===== src/rtl/wb_axisin_pkg.sv =====
// Shared address map, FSM encoding and status-word layout for the Wishbone-to-AXI-Stream input bridge.
package wb_axisin_pkg;

  localparam logic [7:0] ADDR_PUSH      = 8'h80;
  localparam logic [7:0] ADDR_PUSH_LAST = 8'h8C;
  localparam logic [7:0] ADDR_STATUS    = 8'h88;

  typedef enum logic [1:0] {
    ST_IDLE       = 2'd0,
    ST_WAIT_SPACE = 2'd1,
    ST_ACK        = 2'd2
  } state_e;

  localparam int STAT_EMPTY_BIT = 0;
  localparam int STAT_FULL_BIT  = 1;
  localparam int STAT_CNT_LSB   = 8;

  function automatic logic [31:0] status_word(input logic empty, input logic full,
                                              input logic [7:0] cnt);
    logic [31:0] w;
    w = '0;
    w[STAT_EMPTY_BIT]      = empty;
    w[STAT_FULL_BIT]       = full;
    w[STAT_CNT_LSB +: 8]   = cnt;
    return w;
  endfunction

endpackage


===== src/rtl/wb_axisin_if.sv =====
// Wishbone slave request/response plus the FIR-facing AXI-Stream beat, bundled for the bridge.
interface wb_axisin_if #(
  parameter int pDATA_WIDTH = 32
);
  logic                   wbs_stb_i;
  logic                   wbs_cyc_i;
  logic                   wbs_we_i;
  logic [3:0]             wbs_sel_i;
  logic [31:0]            wbs_dat_i;
  logic [31:0]            wbs_adr_i;
  logic                   wbs_ack_o;
  logic [31:0]            wbs_dat_o;
  logic                   ss_tvalid;
  logic [pDATA_WIDTH-1:0] ss_tdata;
  logic                   ss_tlast;
  logic                   ss_tready;

  modport slave (
    input  wbs_stb_i, wbs_cyc_i, wbs_we_i, wbs_sel_i, wbs_dat_i, wbs_adr_i, ss_tready,
    output wbs_ack_o, wbs_dat_o, ss_tvalid, ss_tdata, ss_tlast
  );

  modport master (
    output wbs_stb_i, wbs_cyc_i, wbs_we_i, wbs_sel_i, wbs_dat_i, wbs_adr_i, ss_tready,
    input  wbs_ack_o, wbs_dat_o, ss_tvalid, ss_tdata, ss_tlast
  );
endinterface


===== src/rtl/wb_axisin_fifo.sv =====
// Synchronous FIFO with registered pointers and combinational head; push+pop in one cycle is legal even
// when full. The caller guarantees no push into a full FIFO without a pop and no pop when empty.
module wb_axisin_fifo #(
  parameter int WIDTH = 33,
  parameter int DEPTH = 8
) (
  input  logic                   clk_i,
  input  logic                   rst_ni,
  input  logic                   push_i,
  input  logic [WIDTH-1:0]       push_dat_i,
  input  logic                   pop_i,
  output logic [WIDTH-1:0]       head_o,
  output logic                   full_o,
  output logic                   empty_o,
  output logic [$clog2(DEPTH):0] count_o
);
  localparam int AW = $clog2(DEPTH);

  logic [WIDTH-1:0] mem_q [DEPTH];
  logic [AW-1:0]    wr_ptr_q, wr_ptr_d, rd_ptr_q, rd_ptr_d;
  logic [AW:0]      count_q, count_d;

  always_comb begin
    wr_ptr_d = wr_ptr_q + AW'(push_i);
    rd_ptr_d = rd_ptr_q + AW'(pop_i);
    count_d  = count_q + (AW+1)'(push_i) - (AW+1)'(pop_i);
  end

  always_ff @(posedge clk_i) begin
    if (!rst_ni) begin
      wr_ptr_q <= '0;
      rd_ptr_q <= '0;
      count_q  <= '0;
    end else begin
      wr_ptr_q <= wr_ptr_d;
      rd_ptr_q <= rd_ptr_d;
      count_q  <= count_d;
    end
  end

  // Storage needs no reset: contents are only visible through a nonzero count.
  always_ff @(posedge clk_i) begin
    if (push_i) mem_q[wr_ptr_q] <= push_dat_i;
  end

  assign head_o  = mem_q[rd_ptr_q];
  assign full_o  = count_q[AW];
  assign empty_o = (count_q == '0);
  assign count_o = count_q;
endmodule


===== src/rtl/wb_axisin.sv =====
// Wishbone writes to 0x80/0x8C become AXI-Stream beats via a FIFO; ack one cycle after the push, a full
// FIFO stalls the ack until a pop frees space. Status read at 0x88 only when WB_AXISIN_STATUS_EN is defined.
module wb_axisin
  import wb_axisin_pkg::*;
#(
  parameter int pADDR_WIDTH = 12,
  parameter int pDATA_WIDTH = 32,
  parameter int FIFO_DEPTH  = 8
) (
  input  logic        wb_clk_i,
  input  logic        wb_rst_ni,
  wb_axisin_if.slave  bus
);
  localparam int CW = $clog2(FIFO_DEPTH) + 1;

  state_e           state_q, state_d;
  logic             req, push_req, stat_req;
  logic             push, pop, load_stat;
  logic [7:0]       adr8;
  logic             fifo_full, fifo_empty;
  logic [CW-1:0]    fifo_cnt;
  logic [pDATA_WIDTH:0] fifo_head;

  assign req      = bus.wbs_cyc_i & bus.wbs_stb_i;
  assign adr8     = bus.wbs_adr_i[7:0];
  assign push_req = req & bus.wbs_we_i & ((adr8 == ADDR_PUSH) | (adr8 == ADDR_PUSH_LAST));
  assign pop      = ~fifo_empty & bus.ss_tready;

  // A same-cycle pop frees the slot this push needs, so full alone does not stall.
  always_comb begin
    state_d   = state_q;
    push      = 1'b0;
    load_stat = 1'b0;
    case (state_q)
      ST_IDLE: begin
        if (push_req) begin
          if (!fifo_full || pop) begin
            push    = 1'b1;
            state_d = ST_ACK;
          end else begin
            state_d = ST_WAIT_SPACE;
          end
        end else if (stat_req) begin
          load_stat = 1'b1;
          state_d   = ST_ACK;
        end
      end
      ST_WAIT_SPACE: begin
        if (!push_req) begin
          state_d = ST_IDLE;
        end else if (!fifo_full || pop) begin
          push    = 1'b1;
          state_d = ST_ACK;
        end
      end
      ST_ACK:  state_d = ST_IDLE;
      default: state_d = ST_IDLE;
    endcase
  end

  always_ff @(posedge wb_clk_i) begin
    if (!wb_rst_ni) state_q <= ST_IDLE;
    else            state_q <= state_d;
  end

  wb_axisin_fifo #(
    .WIDTH (pDATA_WIDTH + 1),
    .DEPTH (FIFO_DEPTH)
  ) u_fifo (
    .clk_i      (wb_clk_i),
    .rst_ni     (wb_rst_ni),
    .push_i     (push),
    .push_dat_i ({adr8 == ADDR_PUSH_LAST, pDATA_WIDTH'(bus.wbs_dat_i)}),
    .pop_i      (pop),
    .head_o     (fifo_head),
    .full_o     (fifo_full),
    .empty_o    (fifo_empty),
    .count_o    (fifo_cnt)
  );

  assign bus.wbs_ack_o = (state_q == ST_ACK);
  assign bus.ss_tvalid = ~fifo_empty;
  assign bus.ss_tlast  = ~fifo_empty & fifo_head[pDATA_WIDTH];
  assign bus.ss_tdata  = fifo_empty ? '0 : fifo_head[pDATA_WIDTH-1:0];

`ifdef WB_AXISIN_STATUS_EN
  logic [31:0] dat_q, dat_d;

  assign stat_req = req & ~bus.wbs_we_i & (adr8 == ADDR_STATUS);
  assign dat_d    = load_stat ? status_word(fifo_empty, fifo_full, 8'(fifo_cnt)) : '0;

  always_ff @(posedge wb_clk_i) begin
    if (!wb_rst_ni) dat_q <= '0;
    else            dat_q <= dat_d;
  end

  assign bus.wbs_dat_o = dat_q;

  logic unused_ok;
  assign unused_ok = ^{bus.wbs_sel_i, bus.wbs_adr_i[31:8], 32'(pADDR_WIDTH)};
`else
  assign stat_req      = 1'b0;
  assign bus.wbs_dat_o = '0;

  logic unused_ok;
  assign unused_ok = ^{bus.wbs_sel_i, bus.wbs_adr_i[31:8], 32'(pADDR_WIDTH), fifo_cnt, load_stat};
`endif
endmodule

===== src/flat_wrapper.sv =====
// flat-port wrapper written by rule: the top's interface ports become plain ports
module wb_axisin_flat import wb_axisin_pkg::*;
#(
  parameter int pADDR_WIDTH = 12,
  parameter int pDATA_WIDTH = 32,
  parameter int FIFO_DEPTH  = 8
)
  (wb_clk_i, wb_rst_ni, bus_wbs_stb_i, bus_wbs_cyc_i, bus_wbs_we_i, bus_wbs_sel_i, bus_wbs_dat_i, bus_wbs_adr_i, bus_ss_tready, bus_wbs_ack_o, bus_wbs_dat_o, bus_ss_tvalid, bus_ss_tdata, bus_ss_tlast);
  wb_axisin_if #(.pDATA_WIDTH(pDATA_WIDTH)) bus_i ();
  input  logic wb_clk_i;
  input  logic wb_rst_ni;
  input wire logic [$bits(bus_i.wbs_stb_i)-1:0] bus_wbs_stb_i;
  input wire logic [$bits(bus_i.wbs_cyc_i)-1:0] bus_wbs_cyc_i;
  input wire logic [$bits(bus_i.wbs_we_i)-1:0] bus_wbs_we_i;
  input wire logic [$bits(bus_i.wbs_sel_i)-1:0] bus_wbs_sel_i;
  input wire logic [$bits(bus_i.wbs_dat_i)-1:0] bus_wbs_dat_i;
  input wire logic [$bits(bus_i.wbs_adr_i)-1:0] bus_wbs_adr_i;
  input wire logic [$bits(bus_i.ss_tready)-1:0] bus_ss_tready;
  output wire logic [$bits(bus_i.wbs_ack_o)-1:0] bus_wbs_ack_o;
  output wire logic [$bits(bus_i.wbs_dat_o)-1:0] bus_wbs_dat_o;
  output wire logic [$bits(bus_i.ss_tvalid)-1:0] bus_ss_tvalid;
  output wire logic [$bits(bus_i.ss_tdata)-1:0] bus_ss_tdata;
  output wire logic [$bits(bus_i.ss_tlast)-1:0] bus_ss_tlast;
  assign bus_i.wbs_stb_i = bus_wbs_stb_i;
  assign bus_i.wbs_cyc_i = bus_wbs_cyc_i;
  assign bus_i.wbs_we_i = bus_wbs_we_i;
  assign bus_i.wbs_sel_i = bus_wbs_sel_i;
  assign bus_i.wbs_dat_i = bus_wbs_dat_i;
  assign bus_i.wbs_adr_i = bus_wbs_adr_i;
  assign bus_i.ss_tready = bus_ss_tready;
  assign bus_wbs_ack_o = bus_i.wbs_ack_o;
  assign bus_wbs_dat_o = bus_i.wbs_dat_o;
  assign bus_ss_tvalid = bus_i.ss_tvalid;
  assign bus_ss_tdata = bus_i.ss_tdata;
  assign bus_ss_tlast = bus_i.ss_tlast;
  wb_axisin #(.pADDR_WIDTH(pADDR_WIDTH), .pDATA_WIDTH(pDATA_WIDTH), .FIFO_DEPTH(FIFO_DEPTH)) u_core (.wb_clk_i(wb_clk_i), .wb_rst_ni(wb_rst_ni), .bus(bus_i));
endmodule

===== config.mk =====
export PLATFORM = sky130hd
export DESIGN_NAME = wb_axisin_flat
export DESIGN_NICKNAME = d
export VERILOG_FILES = /design/src/rtl/wb_axisin_pkg.sv /design/src/rtl/wb_axisin_if.sv /design/src/rtl/wb_axisin_fifo.sv /design/src/rtl/wb_axisin.sv /design/src/flat_wrapper.sv
export SDC_FILE = /design/constraint.sdc
export NUM_CORES = 1
export LEC_CHECK = 0
export ABC_AREA = 1
export BUFFER_PORTS_ARGS = -buffer_cell sky130_fd_sc_hd__buf_2
export CAP_MARGIN = 10
export CORE_ASPECT_RATIO = 1.4
export CORE_MARGIN = 2
export CORE_UTILIZATION = 50
export CTS_BUF_LIST = sky130_fd_sc_hd__clkbuf_8 sky130_fd_sc_hd__clkbuf_16
export DETAILED_ROUTE_END_ITERATION = 8
export MAX_ROUTING_LAYER = met4
export PLACE_DENSITY = 0.67
export SLEW_MARGIN = 30
export SYNTH_ARGS = -nofsm -noshare
export SYNTH_HDL_FRONTEND = slang
export SYNTH_SLANG_ARGS = --single-unit

===== constraint.sdc =====
create_clock -name wb_clk_i -period 8 [get_ports wb_clk_i]
set_input_delay 0.4 -clock wb_clk_i [delete_from_list [all_inputs] [get_ports wb_clk_i]]
set_output_delay 0.4 -clock wb_clk_i [all_outputs]
set_load 0.03 [all_outputs]

==> flow_metrics.py <==
metrics = {
    "routing": {
        "vias_per_cell": 5.089,
        "drc_errors": 0,
        "drt-initial-drc-count": 554,
        "antenna_left": 0,
        "finalWirelength_um": 23080,
        "first_pass_iters": 5,
        "wire_per_inst_um": 16.07,
        "vias": 7308,
    },
    "clock_tree": {
        "cts_tree": "done",
        "clockRootBuffer": "clkbuf_16",
        "h-tree-depth": 1,
        "cts_resized": 0,
        "clock-sinks": 276,
        "ctsHoldBuffers": 0,
        "post_cts_buffers": 0,
        "clock_latency_ns": 0.52,
        "clk_pin_slew_ns": 0.06,
        "cts_buffers": 26,
        "clk_path_buf_depth": 3,
    },
    "sta": {
        "final_hold_viol_count": 0,
        "fin_tns_setup_ns": 0,
        "finalCritPeriodShare_pct": 46.25,
        "rsz0062_at_grt": "no",
        "tightest_slew_ns": 0.8055,
        "setup_ws_ns": 4.300,
        "max_freq_mhz": 270.3,
        "setup-violations-final": 0,
        "min_period_ns": 3.700,
        "slew_headroom_pct": 46.30,
        "drv_slew": 0,
        "fin_skew_ns": 0.01086,
    },
    "die": {
        "rows": 65,
        "die_w_um": 132.6,
        "start_util_pct": 51.20,
        "die_h_um": 184.0,
        "core-area_sq_mm": 0.02261,
        "die_area_sq_mm": 0.02440,
        "ios": 141,
    },
    "setup_path": {
        "cp-start-kind": "flop",
        "worst-endpoint-required_ns": 7.60,
        "endpoint_kind": "output port",
        "crit_start": "u_core.u_fifo.rd_ptr_q[0]",
        "r2r_setup_slack_ns": 5.40,
        "path_class": "reg -> out",
        "critPathArrivalTime_ns": 3.30,
        "rr_worst_depth": 8,
        "reg2reg_from": "u_core.u_fifo.count_o[2]",
        "path_max_fanout": 70,
        "rr_endpoint": "u_core.u_fifo.mem_q[3][19]",
    },
    "synthesis": {
        "synth_cell_type_count": 22,
        "synth_seq_cells": 276,
        "synth_ff_type": "edfxtp_1",
        "synth_edf_count": 264,
        "ys_top_cells_by_count": "nor2_1 (318), edfxtp_1 (264), nand2_1 (122)",
        "synth.avg_cell_area_sq_um": 11.07,
        "synthTopCellsByArea": "edfxtp_1 (68%), nor2_1 (10%), o21ai_0 (5.0%), nand2_1 (4.0%), buf_4 (2.8%)",
        "yosysTopAreaCell": "edfxtp_1",
        "synthMostInstantiatedCell": "nor2_1",
        "yosysSeqAreaShare_pct": 70.56,
        "mappedNetlistArea_sq_mm": 0.01158,
        "yosys_warnings": 0,
        "synth_cells": 1046,
        "yosys.area.top_type_share_pct": 68.48,
        "synth-async-reset-ratio_pct": 0,
    },
    "layout": {
        "area_growth_pct": 11.89,
        "nNetsFinal": 1198,
        "drive_above_1_share_pct": 12.53,
    },
    "status": {
        "status": "completed",
    },
    "placement": {
        "place_ws_ns": 4.810,
        "dp_hpwl_um": 12350,
        "io_buffers": 80,
        "gp_congestion": 0.7382,
    },
    "pwr": {
        "power_leakage_nw": 4.907,
        "power_density_mw_per_mm2": 308.5,
        "peakVddDrop_v": 0.0002700,
    },
    "grt": {
        "grt_usage_pct": 19.88,
        "grt_max_degree": 99,
        "grt_pass1_wl_um": 36940,
        "grt_pass1_vias": 7095,
        "antenna_found_initial": 2,
        "grt-ovfl-total": 0,
    },
    "hold_path": {
        "hold_end": "u_core.u_fifo.mem_q[2][20]",
        "hold_depth": 1,
        "hp-class": "in -> reg",
        "hp-start": "bus_wbs_dat_i[20]",
    },
    "flow_run": {
        "cap_violations": 0,
    },
}
## how the worst max path moves through the flow
stage,slack (ns),endpoint,cells after the start
final,4.30,bus_ss_tdata[6],7
after global routing,3.97,bus_ss_tdata[5],7
after CTS,4.22,bus_ss_tdata[6],7
after detailed placement,4.81,bus_ss_tdata[5],7
after global placement,4.80,bus_ss_tdata[11],7
after floorplan,5.14,u_core.u_fifo.mem_q[0][0],7
## per-layer routing
metal	share of wire, %	vias up	routed length (um)	track usage [%]
li1	-	3579	-	-
met1	40	3487	9284	23.64
met2	52	204	12000	35.21
met3	5.6	38	1297	2.812
met4	2.2	0	500	6.022
met5	0	-	0	-
## where the power goes
| group | internal (W) | switching (W) | leakage [nW] |
|---|---|---|---|
| sequential | 0.00159 | 0.0000581 | 2.45 |
| combinational | 0.000337 | 0.000868 | 2.02 |
| clock | 0.000653 | 0.000486 | 0.437 |
| total | 0.00258 | 0.00141 | 4.91 |
## metrics by stage
stage	hold WS (ns)	cell area [sq um]	util [%]	instances	power, W
2_1_floorplan	0.4530	11690	-	1077	0.002593
3_3_place_gp	0.4778	12140	53.67	1387	0.002878
3_5_place_dp	0.4816	12140	53.67	1387	0.002899
4_1_cts	0.1256	12940	57.25	1434	0.004028
5_1_grt	0.1441	12950	57.29	1436	0.004207
6_report	0.1367	12950	57.29	1436	0.003996
## cell usage in the layout, fill, tap and decap left out, types with 17 or more instances in the layout
cell type,Yosys,layout
edfxtp_1,264,264
nand3_1,37,37
nor2_1,318,310
clkbuf_16,0,28
conb_1,1,32
inv_1,55,64
buf_2,14,80
o21ai_1,17,17
o21ai_0,116,116
nand2_1,122,122
## registers in the layout (all words and copies together) (netlist names)
| register | count |
|---|---|
| u_core.u_fifo.rd_ptr_q | 3 |
| u_core.u_fifo.count_o | 4 |
| u_core.u_fifo.mem_q | 264 |
| u_core.u_fifo.wr_ptr_q | 3 |
| u_core.state_q | 2 |
## layout make-up
class / count / area, sq um
fill: 1844 / 9657
sequential: 276 / 8173
multi-input combinational: 659 / 2863
clock buffer: 31 / 742.0
timing repair buffer: 94 / 509.2
tap: 301 / 376.6
inverter: 57 / 217.7
clock inverter: 16 / 66.31
antenna: 2 / 5.005
## kinds of logic (layout without fill, tap and decap cells)
logic type,after synthesis,in the layout,share of synthesized area [%]
DFF,276,276,70.56
xor gates and xnor gates,3,3,0.2270
other,1,34,0.03239
AOI/OAI and AO/OA,134,134,5.793
buffers and inverters,142,198,6.237
adders and majority gates,10,10,1.146
and+or+nand+nor,480,480,16.01
## critical path, cell delays in order (launching register included)
cell      delay [ns]
dfxtp_4         0.84
clkinv_2        0.69
buf_4           0.52
o21ai_0         0.25
nand3_1         0.10
nand2_1         0.10
nor2_1          0.07
buf_2           0.18
Note: power is estimated with default switching activity, not from simulation.
